$ cat config.mk
export PLATFORM = sky130hd
export DESIGN_NAME = bist_sequencer_flat
export DESIGN_NICKNAME = d
export VERILOG_FILES = /design/src/rtl/bist_pkg.sv /design/src/rtl/bist_sequencer_if.sv /design/src/rtl/bist_lfsr.sv /design/src/rtl/bist_sequencer.sv /design/src/flat_wrapper.sv
export SDC_FILE = /design/constraint.sdc
export NUM_CORES = 1
export LEC_CHECK = 0
export CELL_PAD_IN_SITES_DETAIL_PLACEMENT = 1
export CELL_PAD_IN_SITES_GLOBAL_PLACEMENT = 2
export CORE_ASPECT_RATIO = 1.2
export CORE_MARGIN = 1.5
export CORE_UTILIZATION = 36
export DETAILED_ROUTE_END_ITERATION = 12
export GPL_ROUTABILITY_DRIVEN = 0
export HOLD_SLACK_MARGIN = 0.12
export PLACE_DENSITY_LB_ADDON = 0.1
export REMOVE_ABC_BUFFERS = 1
export SLEW_MARGIN = 20
export SYNTH_ARGS = -nofsm -noshare
export SYNTH_HDL_FRONTEND = slang
export SYNTH_HIERARCHICAL = 1
export SYNTH_SLANG_ARGS = --single-unit
$ cat constraint.sdc
create_clock -name clk -period 5.3 [get_ports clk]
set_input_delay 1.06 -clock clk [delete_from_list [all_inputs] [get_ports clk]]
set_output_delay 1.06 -clock clk [all_outputs]
set_load 0.02 [all_outputs]
$ cat src/rtl/bist_pkg.sv
// Shared types and helpers for the BIST sequencer: FSM state encoding,
// default LFSR/CRC polynomials and the MSB-first CRC step.
package bist_pkg;

    typedef enum logic [2:0] {
        IDLE,
        CALC_REQ,
        CALC_WAIT,
        TEST_INIT,
        TEST_REQ,
        TEST_WAIT,
        TEST_FOLD,
        TEST_DONE
    } bist_state_e;

    localparam logic [7:0] LFSR_TAPS_DEFAULT = 8'hB8;
    localparam logic [7:0] CRC_POLY_DEFAULT  = 8'h07;

    // Operates on the low 'width' bits (width <= 32); the polynomial excludes the implicit top bit.
    function automatic logic [31:0] crc_step(input logic [31:0] crc,
                                             input logic [31:0] data,
                                             input logic [31:0] poly,
                                             input int          width);
        logic [31:0] mask;
        logic [31:0] msb;
        logic [31:0] c;
        mask = (width >= 32) ? '1 : ((32'd1 << width) - 32'd1);
        msb  = 32'd1 << (width - 1);
        c    = (crc ^ data) & mask;
        for (int i = 0; i < 32; i++) begin
            if (i < width) begin
                if ((c & msb) != '0) c = ((c << 1) ^ poly) & mask;
                else                 c = (c << 1) & mask;
            end
        end
        return c;
    endfunction

endpackage

$ cat src/rtl/bist_sequencer_if.sv
// Start/busy handshake between the sequencer (master) and the arithmetic unit (slave).
interface bist_sequencer_if #(
    parameter int unsigned DATA_W = 8
) ();
    logic              dut_start;
    logic [DATA_W-1:0] dut_x;
    logic              dut_busy;
    logic [DATA_W-1:0] dut_result;

    modport master (output dut_start, output dut_x, input dut_busy, input dut_result);
    modport slave  (input dut_start, input dut_x, output dut_busy, output dut_result);
endinterface

$ cat src/rtl/bist_lfsr.sv
// Fibonacci LFSR vector source: shifts toward the MSB, parity of tapped bits enters the LSB.
module bist_lfsr
    import bist_pkg::*;
#(
    parameter int unsigned       DATA_W    = 8,
    parameter logic [DATA_W-1:0] LFSR_TAPS = DATA_W'(LFSR_TAPS_DEFAULT)
) (
    input  logic              clk,
    input  logic              rst,
    input  logic              load_i,
    input  logic              step_i,
    input  logic [DATA_W-1:0] seed_i,
    output logic [DATA_W-1:0] state_o
);
    logic [DATA_W-1:0] lfsr_q, lfsr_d;
    logic              fb;

    always_comb begin
        fb     = ^(lfsr_q & LFSR_TAPS);
        lfsr_d = lfsr_q;
        if (load_i) begin
            // An all-zero state would lock up the register.
            lfsr_d = (seed_i == '0) ? '1 : seed_i;
        end else if (step_i) begin
            lfsr_d = {lfsr_q[DATA_W-2:0], fb};
        end
    end

    always_ff @(posedge clk) begin
        if (rst) lfsr_q <= '1;
        else     lfsr_q <= lfsr_d;
    end

    assign state_o = lfsr_q;
endmodule

$ cat src/rtl/bist_sequencer.sv
// Calc / self-test front end for a start/busy arithmetic unit. Optional build macro
// BIST_GOLDEN_CHECK_EN compares the final signature with golden_sig_i.
//   state     | meaning
//   IDLE      | waiting for a calc or test request
//   CALC_REQ  | dut_start high with latched operand until unit reports busy
//   CALC_WAIT | unit running, capture result when busy drops
//   TEST_INIT | load seed, clear signature, vector count and verdict
//   TEST_REQ  | dut_start high with current LFSR vector
//   TEST_WAIT | unit running on a test vector
//   TEST_FOLD | fold result into signature, advance LFSR and vector count
//   TEST_DONE | count the test and publish the verdict
module bist_sequencer
    import bist_pkg::*;
#(
    parameter int unsigned       DATA_W    = 8,
    parameter int unsigned       N_VECTORS = 256,
    parameter int unsigned       CNT_W     = 4,
    parameter logic [DATA_W-1:0] LFSR_TAPS = DATA_W'(LFSR_TAPS_DEFAULT),
    parameter logic [DATA_W-1:0] CRC_POLY  = DATA_W'(CRC_POLY_DEFAULT),
    parameter int unsigned       TIMEOUT   = 1023
) (
    input  logic              clk,
    input  logic              rst,
    input  logic              start_calc_i,
    input  logic              start_stop_test_i,
    input  logic              seed_from_data_i,
    input  logic [DATA_W-1:0] data_in_i,
    input  logic [DATA_W-1:0] golden_sig_i,
    bist_sequencer_if.master  dut,
    output logic              busy_o,
    output logic [CNT_W-1:0]  test_count_o,
    output logic [DATA_W-1:0] result_o,
    output logic              pass_o,
    output logic              fail_o
);
    localparam int unsigned TMR_W = (TIMEOUT < 2) ? 1 : $clog2(TIMEOUT + 1);

    bist_state_e       state_q, state_d;
    logic              calc_prev_q, test_prev_q, calc_edge_q, test_edge_q;
    logic              busy_q, busy_d, pass_q, pass_d, fail_q, fail_d;
    logic [CNT_W-1:0]  tc_q, tc_d;
    logic [DATA_W-1:0] result_q, result_d, crc_q, crc_d, x_q, x_d;
    logic [DATA_W-1:0] crc_next, lfsr_state, seed;
    logic [15:0]       vcnt_q, vcnt_d;
    logic [TMR_W-1:0]  tmr_q, tmr_d;
    logic              lfsr_load, lfsr_step, is_test, timeout_hit, verdict_pass;

    assign is_test     = state_q inside {TEST_INIT, TEST_REQ, TEST_WAIT, TEST_FOLD, TEST_DONE};
    assign timeout_hit = (TIMEOUT != 0) && (tmr_q <= TMR_W'(1));
    assign seed        = seed_from_data_i ? data_in_i : '1;
    assign crc_next    = DATA_W'(crc_step(32'(crc_q), 32'(dut.dut_result), 32'(CRC_POLY), DATA_W));

`ifdef BIST_GOLDEN_CHECK_EN
    assign verdict_pass = (crc_q == golden_sig_i);
`else
    logic unused_golden;
    assign unused_golden = ^golden_sig_i;
    assign verdict_pass  = 1'b1;
`endif

    bist_lfsr #(.DATA_W(DATA_W), .LFSR_TAPS(LFSR_TAPS)) u_lfsr (
        .clk     (clk),
        .rst     (rst),
        .load_i  (lfsr_load),
        .step_i  (lfsr_step),
        .seed_i  (seed),
        .state_o (lfsr_state)
    );

    always_comb begin
        state_d   = state_q;
        busy_d    = busy_q;
        pass_d    = pass_q;
        fail_d    = fail_q;
        tc_d      = tc_q;
        result_d  = result_q;
        crc_d     = crc_q;
        x_d       = x_q;
        vcnt_d    = vcnt_q;
        tmr_d     = tmr_q;
        lfsr_load = 1'b0;
        lfsr_step = 1'b0;

        // One timer spans a whole request/wait phase, starting when the phase is entered.
        if ((state_q inside {CALC_REQ, CALC_WAIT, TEST_INIT, TEST_REQ, TEST_WAIT}) && (tmr_q != '0))
            tmr_d = tmr_q - TMR_W'(1);

        case (state_q)
            IDLE: begin
                if (test_edge_q) begin
                    state_d = TEST_INIT;
                    busy_d  = 1'b1;
                    tmr_d   = TMR_W'(TIMEOUT);
                end else if (calc_edge_q) begin
                    state_d = CALC_REQ;
                    busy_d  = 1'b1;
                    x_d     = data_in_i;
                    tmr_d   = TMR_W'(TIMEOUT);
                end
            end
            CALC_REQ: begin
                if (dut.dut_busy) begin
                    state_d = CALC_WAIT;
                end else if (timeout_hit) begin
                    state_d = IDLE;
                    busy_d  = 1'b0;
                end
            end
            CALC_WAIT: begin
                if (!dut.dut_busy) begin
                    state_d  = IDLE;
                    busy_d   = 1'b0;
                    result_d = dut.dut_result;
                end else if (timeout_hit) begin
                    state_d = IDLE;
                    busy_d  = 1'b0;
                end
            end
            TEST_INIT: begin
                state_d   = TEST_REQ;
                lfsr_load = 1'b1;
                crc_d     = '0;
                vcnt_d    = 16'(N_VECTORS);
                pass_d    = 1'b0;
                fail_d    = 1'b0;
            end
            TEST_REQ: begin
                if (dut.dut_busy) begin
                    state_d = TEST_WAIT;
                end else if (timeout_hit) begin
                    state_d = IDLE;
                    busy_d  = 1'b0;
                    fail_d  = 1'b1;
                end
            end
            TEST_WAIT: begin
                if (!dut.dut_busy) begin
                    state_d = TEST_FOLD;
                end else if (timeout_hit) begin
                    state_d = IDLE;
                    busy_d  = 1'b0;
                    fail_d  = 1'b1;
                end
            end
            TEST_FOLD: begin
                crc_d     = crc_next;
                result_d  = crc_next;
                lfsr_step = 1'b1;
                vcnt_d    = vcnt_q - 16'd1;
                tmr_d     = TMR_W'(TIMEOUT);
                state_d   = (vcnt_q == 16'd1) ? TEST_DONE : TEST_REQ;
            end
            TEST_DONE: begin
                state_d = IDLE;
                busy_d  = 1'b0;
                tc_d    = tc_q + CNT_W'(1);
                pass_d  = verdict_pass;
                fail_d  = !verdict_pass;
            end
            default: state_d = IDLE;
        endcase

        if (is_test && test_edge_q) begin
            state_d   = IDLE;
            busy_d    = 1'b0;
            result_d  = '0;
            pass_d    = 1'b0;
            fail_d    = 1'b0;
            tc_d      = tc_q;
            lfsr_load = 1'b0;
            lfsr_step = 1'b0;
        end
    end

    always_ff @(posedge clk) begin
        if (rst) begin
            state_q     <= IDLE;
            calc_prev_q <= 1'b0;
            test_prev_q <= 1'b0;
            calc_edge_q <= 1'b0;
            test_edge_q <= 1'b0;
            busy_q      <= 1'b0;
            pass_q      <= 1'b0;
            fail_q      <= 1'b0;
            tc_q        <= '0;
            result_q    <= '0;
            crc_q       <= '0;
            x_q         <= '0;
            vcnt_q      <= '0;
            tmr_q       <= '0;
        end else begin
            state_q     <= state_d;
            calc_prev_q <= start_calc_i;
            test_prev_q <= start_stop_test_i;
            calc_edge_q <= start_calc_i & ~calc_prev_q;
            test_edge_q <= start_stop_test_i & ~test_prev_q;
            busy_q      <= busy_d;
            pass_q      <= pass_d;
            fail_q      <= fail_d;
            tc_q        <= tc_d;
            result_q    <= result_d;
            crc_q       <= crc_d;
            x_q         <= x_d;
            vcnt_q      <= vcnt_d;
            tmr_q       <= tmr_d;
        end
    end

    assign dut.dut_start = (state_q == CALC_REQ) || (state_q == TEST_REQ);
    assign dut.dut_x     = is_test ? lfsr_state : x_q;
    assign busy_o        = busy_q;
    assign test_count_o  = tc_q;
    assign result_o      = result_q;
    assign pass_o        = pass_q;
    assign fail_o        = fail_q;
endmodule

$ cat src/flat_wrapper.sv
// flat-port wrapper written by rule: the top's interface ports become plain ports
module bist_sequencer_flat import bist_pkg::*;
#(
    parameter int unsigned       DATA_W    = 8,
    parameter int unsigned       N_VECTORS = 256,
    parameter int unsigned       CNT_W     = 4,
    parameter logic [DATA_W-1:0] LFSR_TAPS = DATA_W'(LFSR_TAPS_DEFAULT),
    parameter logic [DATA_W-1:0] CRC_POLY  = DATA_W'(CRC_POLY_DEFAULT),
    parameter int unsigned       TIMEOUT   = 1023
)
  (clk, rst, start_calc_i, start_stop_test_i, seed_from_data_i, data_in_i, golden_sig_i, busy_o, test_count_o, result_o, pass_o, fail_o, dut_dut_start, dut_dut_x, dut_dut_busy, dut_dut_result);
  bist_sequencer_if #(.DATA_W(DATA_W)) dut_i ();
  input  logic clk;
  input  logic rst;
  input  logic start_calc_i;
  input  logic start_stop_test_i;
  input  logic seed_from_data_i;
  input  logic [DATA_W-1:0] data_in_i;
  input  logic [DATA_W-1:0] golden_sig_i;
  output logic busy_o;
  output logic [CNT_W-1:0] test_count_o;
  output logic [DATA_W-1:0] result_o;
  output logic pass_o;
  output logic fail_o;
  output wire logic [$bits(dut_i.dut_start)-1:0] dut_dut_start;
  output wire logic [$bits(dut_i.dut_x)-1:0] dut_dut_x;
  input wire logic [$bits(dut_i.dut_busy)-1:0] dut_dut_busy;
  input wire logic [$bits(dut_i.dut_result)-1:0] dut_dut_result;
  assign dut_dut_start = dut_i.dut_start;
  assign dut_dut_x = dut_i.dut_x;
  assign dut_i.dut_busy = dut_dut_busy;
  assign dut_i.dut_result = dut_dut_result;
  bist_sequencer #(.DATA_W(DATA_W), .N_VECTORS(N_VECTORS), .CNT_W(CNT_W), .LFSR_TAPS(LFSR_TAPS), .CRC_POLY(CRC_POLY), .TIMEOUT(TIMEOUT)) u_core (.clk(clk), .rst(rst), .start_calc_i(start_calc_i), .start_stop_test_i(start_stop_test_i), .seed_from_data_i(seed_from_data_i), .data_in_i(data_in_i), .golden_sig_i(golden_sig_i), .dut(dut_i), .busy_o(busy_o), .test_count_o(test_count_o), .result_o(result_o), .pass_o(pass_o), .fail_o(fail_o));
endmodule
# ---- Word level (Yosys, flattened, before mapping)
# Cells that the tools add are included.
# Widths: inputs -> output; s select.
dict set report classes {
  n_addsub 3
  magnitude_cmp 1
  n_eq_ne 13
  mux 46
  bitwise 15
  reduce_logical 23
}
# op n
set ops {}
lappend ops {{$mux 8} 6}
lappend ops {{$mux 3} 15}
lappend ops {{$pmux 16 s2} 1}
lappend ops {{$pmux 8 s2} 2}
lappend ops {{$mux 10} 3}
lappend ops {{$not 3->3} 8}
lappend ops {{$pmux 3 s8} 1}
lappend ops {{$pmux 10 s2} 1}
lappend ops {{$eq 16x1->1 const B} 1}
lappend ops {{$sub 16x1->16 const B} 1}
lappend ops {{$reduce_bool 5->1} 3}
lappend ops {{$mux 1} 13}
lappend ops {{$eq 3x3->1 const B} 4}
lappend ops {{$le 10x1->1 const B} 1}
lappend ops {{$reduce_bool 10->1} 1}
lappend ops {{$sub 10x1->10 const B} 1}
lappend ops {{$logic_not 8->1} 1}
lappend ops {{$ne 2x2->1 const B} 4}
lappend ops {{$reduce_bool 2->1} 4}
lappend ops {{$reduce_xor 8->1} 1}
lappend ops {{$xor 8x8->8} 1}
lappend ops {{$eq 3x2->1 const B} 2}
lappend ops {{$reduce_and 3->1} 2}
lappend ops {{$reduce_or 2->1} 3}
lappend ops {{15 further kinds} 21}
dict set report totals {
  register_bits 72
  in_bits 30
  output_inout_bits 24
  elab_cells 116
}

# ---- Logic depth before layout (Yosys ltp)
dict set report depth {
  depth_word 18
  depth_mapped 9
}

# ---- By module
# Netlist, hierarchy kept.
# module instances cells_per_inst area_each_um2 seq_area_each_um2
set modules_own_cells {}
lappend modules_own_cells {bist_sequencer 1 392 3488.3 1281.2}
lappend modules_own_cells {bist_lfsr 1 40 400.4 160.2}

# ---- Least setup slack after synthesis
# OpenSTA, ideal clock, no wires.
dict set report synth_timing {
  path_type {input -> register}
  start {in dut_dut_result[7]}
  end {reg u_core.crc_q[3]}
  setup_ns 0.115
  t_arrival_ns 2.311
  t_required_ns 5.185
  slack_ns 2.874
  stages 5
  cell_sequence {xnor2_1 > xnor3_1 > nand2_1 > a21boi_0 > o21ba_2}
}
dict set report synth_between {
  elab_chain_cells 4
}
# element line_no
set synth_rtl {}
lappend synth_rtl {{start, declared} flat_wrapper.sv:28} ;# input wire logic [$bits(dut_i.dut_result)-1:0] dut_dut_result;
lappend synth_rtl {{$xor 8x8->8} bist_pkg.sv:29} ;# c = (crc ^ data) & mask;
lappend synth_rtl {{$mux 3 (2 in series)} bist_pkg.sv:32} ;# if ((c & msb) != '0) c = ((c << 1) ^ poly) & mask;
lappend synth_rtl {{$pmux 8 s2} bist_sequencer.sv:88} ;# case (state_q)
lappend synth_rtl {{end signal, assigned} bist_sequencer.sv:202} ;# crc_q <= crc_d;
lappend synth_rtl {{end, declared} bist_sequencer.sv:42} ;# logic [DATA_W-1:0] result_q, result_d, crc_q, crc_d, x_q, x_d;
# No other way between the ends.
# A chain may end at the register's enable or synchronous reset.

# ---- Worst setup path after layout
dict set report layout_timing {
  start {reg u_core.state_q[1]}
  end {out dut_dut_x[7]}
}
dict set report layout_between {
  elab_chain_cells 3
  word_cells_on_any_way 7
  classes_between {eq/ne: 5; mux: 1; reduce/logical: 1}
}
# element line_no
set layout_rtl {}
lappend layout_rtl {{start, declared} bist_sequencer.sv:38} ;# bist_state_e state_q, state_d;
lappend layout_rtl {{start signal, assigned} bist_sequencer.sv:192} ;# state_q <= state_d;
lappend layout_rtl {{$eq 3x2->1 / $eq 3x3->1 (equally long branches)} bist_sequencer.sv:48} ;# assign is_test = state_q inside {TEST_INIT, TEST_REQ, TEST_WAIT, TEST_FOLD, TEST_DONE};
lappend layout_rtl {{$reduce_bool 5->1 (*)} bist_sequencer.sv:48}
lappend layout_rtl {{$mux 8 (*)} bist_sequencer.sv:210} ;# assign dut.dut_x = is_test ? lfsr_state : x_q;
lappend layout_rtl {{end, declared} flat_wrapper.sv:26} ;# output wire logic [$bits(dut_i.dut_x)-1:0] dut_dut_x;
# Mark *: on every way between the ends. The rest lies on a longest branch, timed or not.

==> summary by stage <==
Clock network
The tree is rooted in a sky130_fd_sc_hd__clkbuf_16. The H-tree depth is 3. The clock latency of the later-clocked register in the worst-skew pair is between 0.3 and 0.4 ns.

Hold repair after CTS inserted 0 buffers. Once the clock tree was built, the setup fixing pass inserted 0 buffers. Clock-pin slew was measured on the worst setup and hold paths at approximately 0.050 ns.

Counting along the longest clock path gives a buffer depth of 2. Post-CTS repair changed the size of 0 cells. TritonCTS built the clock tree.

The number of buffers created by CTS is 9. The number of clock sinks is between 70 and 80.

GRT
The global-route usage over all layers is 0.178. Entering global routing, the biggest net connects 39 pins. The first global-routing pass estimated 16300 um of wire. Summed over all layers, the global routing overflow is 0. The via count of the first global-routing pass was between 3000 and 4000.

The initial antenna violation count is 0.

Synthesis
A synthesized cell averages roughly 9.0 um^2. The share of synthesized registers carrying an async set or reset is 0. The register bit total from synthesis is 72.

Of the synthesized area, sequential elements account for 0.371. The post-synthesis cell type count is 58. The cell with the most instances after synthesis is sky130_fd_sc_hd__dfxtp_1.

The synthesized area is about 0.004 mm^2. For this run, the number of Yosys warnings is 6. The number of instances in the synthesized netlist is about 430.

In the synthesized netlist, the cells that appear most often are 72 x sky130_fd_sc_hd__dfxtp_1, 49 x sky130_fd_sc_hd__a21oi_1, 38 x sky130_fd_sc_hd__nand2_1, 36 x sky130_fd_sc_hd__nor2_1, 23 x sky130_fd_sc_hd__xnor2_1. The count of flip-flops with a built-in enable after synthesis is 0. Yosys attributes the largest share of cell area to sky130_fd_sc_hd__dfxtp_1 37%, sky130_fd_sc_hd__a21oi_1 6.3%, sky130_fd_sc_hd__xnor2_1 5.2%. The largest area contributor in the synthesized netlist is sky130_fd_sc_hd__dfxtp_1. The proportion of netlist area held by the largest area contributor is 0.371. The most used flip-flop cell after synthesis is sky130_fd_sc_hd__dfxtp_1.

Power
In this run the static leakage power is ~1.6 nW. IR analysis of the VDD net gives a maximum drop of about 180 uV. The total power is about 2 mW. Power spread over the standard cell area amounts to between 400 and 500 mW/mm^2.

Routing
The total number of vias is 3265. In the final routed layout, each cell accounts on average for 16.3 um. The number of detailed-routing iterations run before antenna repair is 4. After detailed routing, the total wire length is 9850 um. Using the TritonRoute via totals, the vias-per-cell ratio works out to 5.40. The DRC violation total after the first TritonRoute iteration is a little over 70. The detail route stage leaves a number of antenna-violating nets equal to 0. The final routed DRC violation total is 0.

Worst setup path
The critical path class is flip-flop to output port. The worst register-to-register path begins at u_core/state_q[1]. Of all nets on the critical path, the largest fanout is 25.

The worst setup path is launched from a flip-flop. The signal arrival time at the worst endpoint is 2.54 ns. In this run the critical register-to-register path is captured at u_core/u_lfsr/state_o[4]. STA classifies the critical path endpoint as an output port. The flop-to-flop setup slack is 2.47 ns.

The required arrival time at the worst endpoint is roughly 4.2 ns. For the worst flop-to-flop path, the logic depth is 6.

Die
The I/O pin count is 54. The floorplan step set the die height to between 100 and 150 um. The die covers about 0.011 mm^2. The floorplan step set the die width to approximately 98 um. The core region is between 0.01 and 0.015 mm^2. The initialized floorplan defines 41 standard-cell rows. The initial cell density of the core is 0.370.

Job
Across the run, the number of max-cap violations was 0.

STA
Setup violations remaining at the end of the flow were counted as 0. The summed negative setup slack over all endpoints is 0 ns. Setup repair after global routing left no endpoint under its margin. The maximum frequency from static timing analysis is 278 MHz. The worst setup skew after layout is ~0.0055 ns. Measured against its own limit, the worst slew margin works out to 0.371.

Of the available clock period, the critical path in the final layout requires 0.679. For the pin with the worst max-slew slack, the measured transition is approximately 0.94 ns. The smallest clock period supported by the final layout is computed as roughly 3.6 ns. The number of failing hold endpoints at the final stage is 0.

The smallest hold slack is approximately 0.38 ns. The number of pins exceeding their max-slew limit in the final report is 0. Setup slack on the critical path of the routed design comes to around 1.7 ns.

Final layout
The number of filler instances in the final layout is 1248. Across the whole layout, storage elements account for approximately 0.0014 mm^2. The area added between synthesis and finish is 19.8%. Of the cells placed in the final design, the portion with a size suffix greater than 1 is 0.118. The post-route non-filler standard cell count is ~600. With fillers left out, the area of the finished cells amounts to between 0.004 and 0.005 mm^2. For this run, the share of the core covered by cells in the final layout is 0.443. The area of the multi-input gates is ~0.0023 mm^2. The number of diodes added for antenna fixing is 0.

At the end of the flow, the number of nets in the layout was about 500.

Placed design
In this run the tool buffered the top-level ports with between 40 and 50 buffer cells. After detailed placement, the design holds a cell count of 589. The HPWL reported at the end of detailed placement is between 6000 and 7000 um.

Summing all placed instances gives a cell area of 0.00437 mm^2. The worst setup slack before clock tree synthesis is ~2 ns.

Hold path
The type of the worst min-delay path is flip-flop to flip-flop. The cell depth of the worst hold path is 1. The worst min-delay path startpoint is u_core/test_prev_q. The destination of the worst hold path is u_core/test_edge_q.

Run status
The flow ran to the end, and the final reports show no timing, DRC or antenna violations.
## how the worst max path moves through the flow
stage                      startpoint         endpoint  slack [ns]  depth (start not counted)
floorplan           dut_dut_result[7]  u_core/crc_q[3]        2.87                          5
global placement    u_core/state_q[1]     dut_dut_x[5]        2.03                          3
detailed placement  u_core/state_q[1]     dut_dut_x[7]        2.02                          3
CTS                 u_core/state_q[1]     dut_dut_x[5]        1.69                          3
global route        u_core/state_q[1]     dut_dut_x[4]        1.53                          3
finish              u_core/state_q[1]     dut_dut_x[7]        1.70                          3
## placed cells by master, fill, tap and decap left out, types with 10 or more instances in the layout
cell	netlist	final
sky130_fd_sc_hd__nand2b_1	13	13
sky130_fd_sc_hd__mux2_2	15	15
sky130_fd_sc_hd__nor3_1	10	10
sky130_fd_sc_hd__clkdlybuf4s50_1	0	44
sky130_fd_sc_hd__xor2_1	12	12
sky130_fd_sc_hd__mux2i_1	10	10
sky130_fd_sc_hd__nand3_1	18	18
sky130_fd_sc_hd__xnor2_1	23	23
sky130_fd_sc_hd__a21oi_1	49	49
sky130_fd_sc_hd__nor2_1	36	36
sky130_fd_sc_hd__nand2_1	38	38
sky130_fd_sc_hd__dfxtp_1	72	72
## worst max-delay path: stages, from the launching register on
cell and delay [ns]:
sky130_fd_sc_hd__dfxtp_1 0.59, sky130_fd_sc_hd__a21oi_2 0.68, sky130_fd_sc_hd__mux2_2 0.41, sky130_fd_sc_hd__clkdlybuf4s50_1 0.54
## layer usage
metal / part of all wire / up-vias / GRT usage
li1: - / 1622 / -
met3: 0.021 / 8 / 0.0267
met1: 0.46 / 1594 / 0.219
met2: 0.50 / 41 / 0.309
met4: 0.011 / 0 / 0.0810
met5: 0 / - / 0
## sequential cells by signal, indices dropped and copies added (netlist names)
signal and flops:
u_core/vcnt_q 16, u_core/tmr_q 10, u_core/crc_q 8, u_core/result_o 8, u_core/u_lfsr/state_o 8, u_core/x_q 8
u_core/test_count_o 4, u_core/state_q 3, u_core/busy_o 1, u_core/calc_edge_q 1, u_core/calc_prev_q 1, u_core/fail_o 1
u_core/pass_o 1, u_core/test_edge_q 1, u_core/test_prev_q 1
## layout make-up
cell class	count	share of cell area
multi-input cells	330	0.485
flip-flops and latches	72	0.309
repair buffers	50	0.104
clock buffers	13	0.0580
well taps	129	0.0346
inverters	8	0.00644
clock inverters	3	0.00322
## power breakdown
part	switching (mW)	internal, mW	total (mW)
combinational	0.376	0.330	0.707
sequential	0.107	0.613	0.720
clock	0.223	0.353	0.576
total	0.706	1.30	2.00
## cells by family (layout without fill, tap and decap cells)
logic type | Yosys count | after routing | share of synthesized area
simple gates | 165 | 165 | 0.225
xor+xnor | 39 | 39 | 0.103
mux | 25 | 25 | 0.0692
flops | 72 | 72 | 0.371
buf+inv | 30 | 74 | 0.0505
compound gates | 96 | 96 | 0.166
fa+ha+maj | 5 | 5 | 0.0161
(Power assumes the default switching activity.)
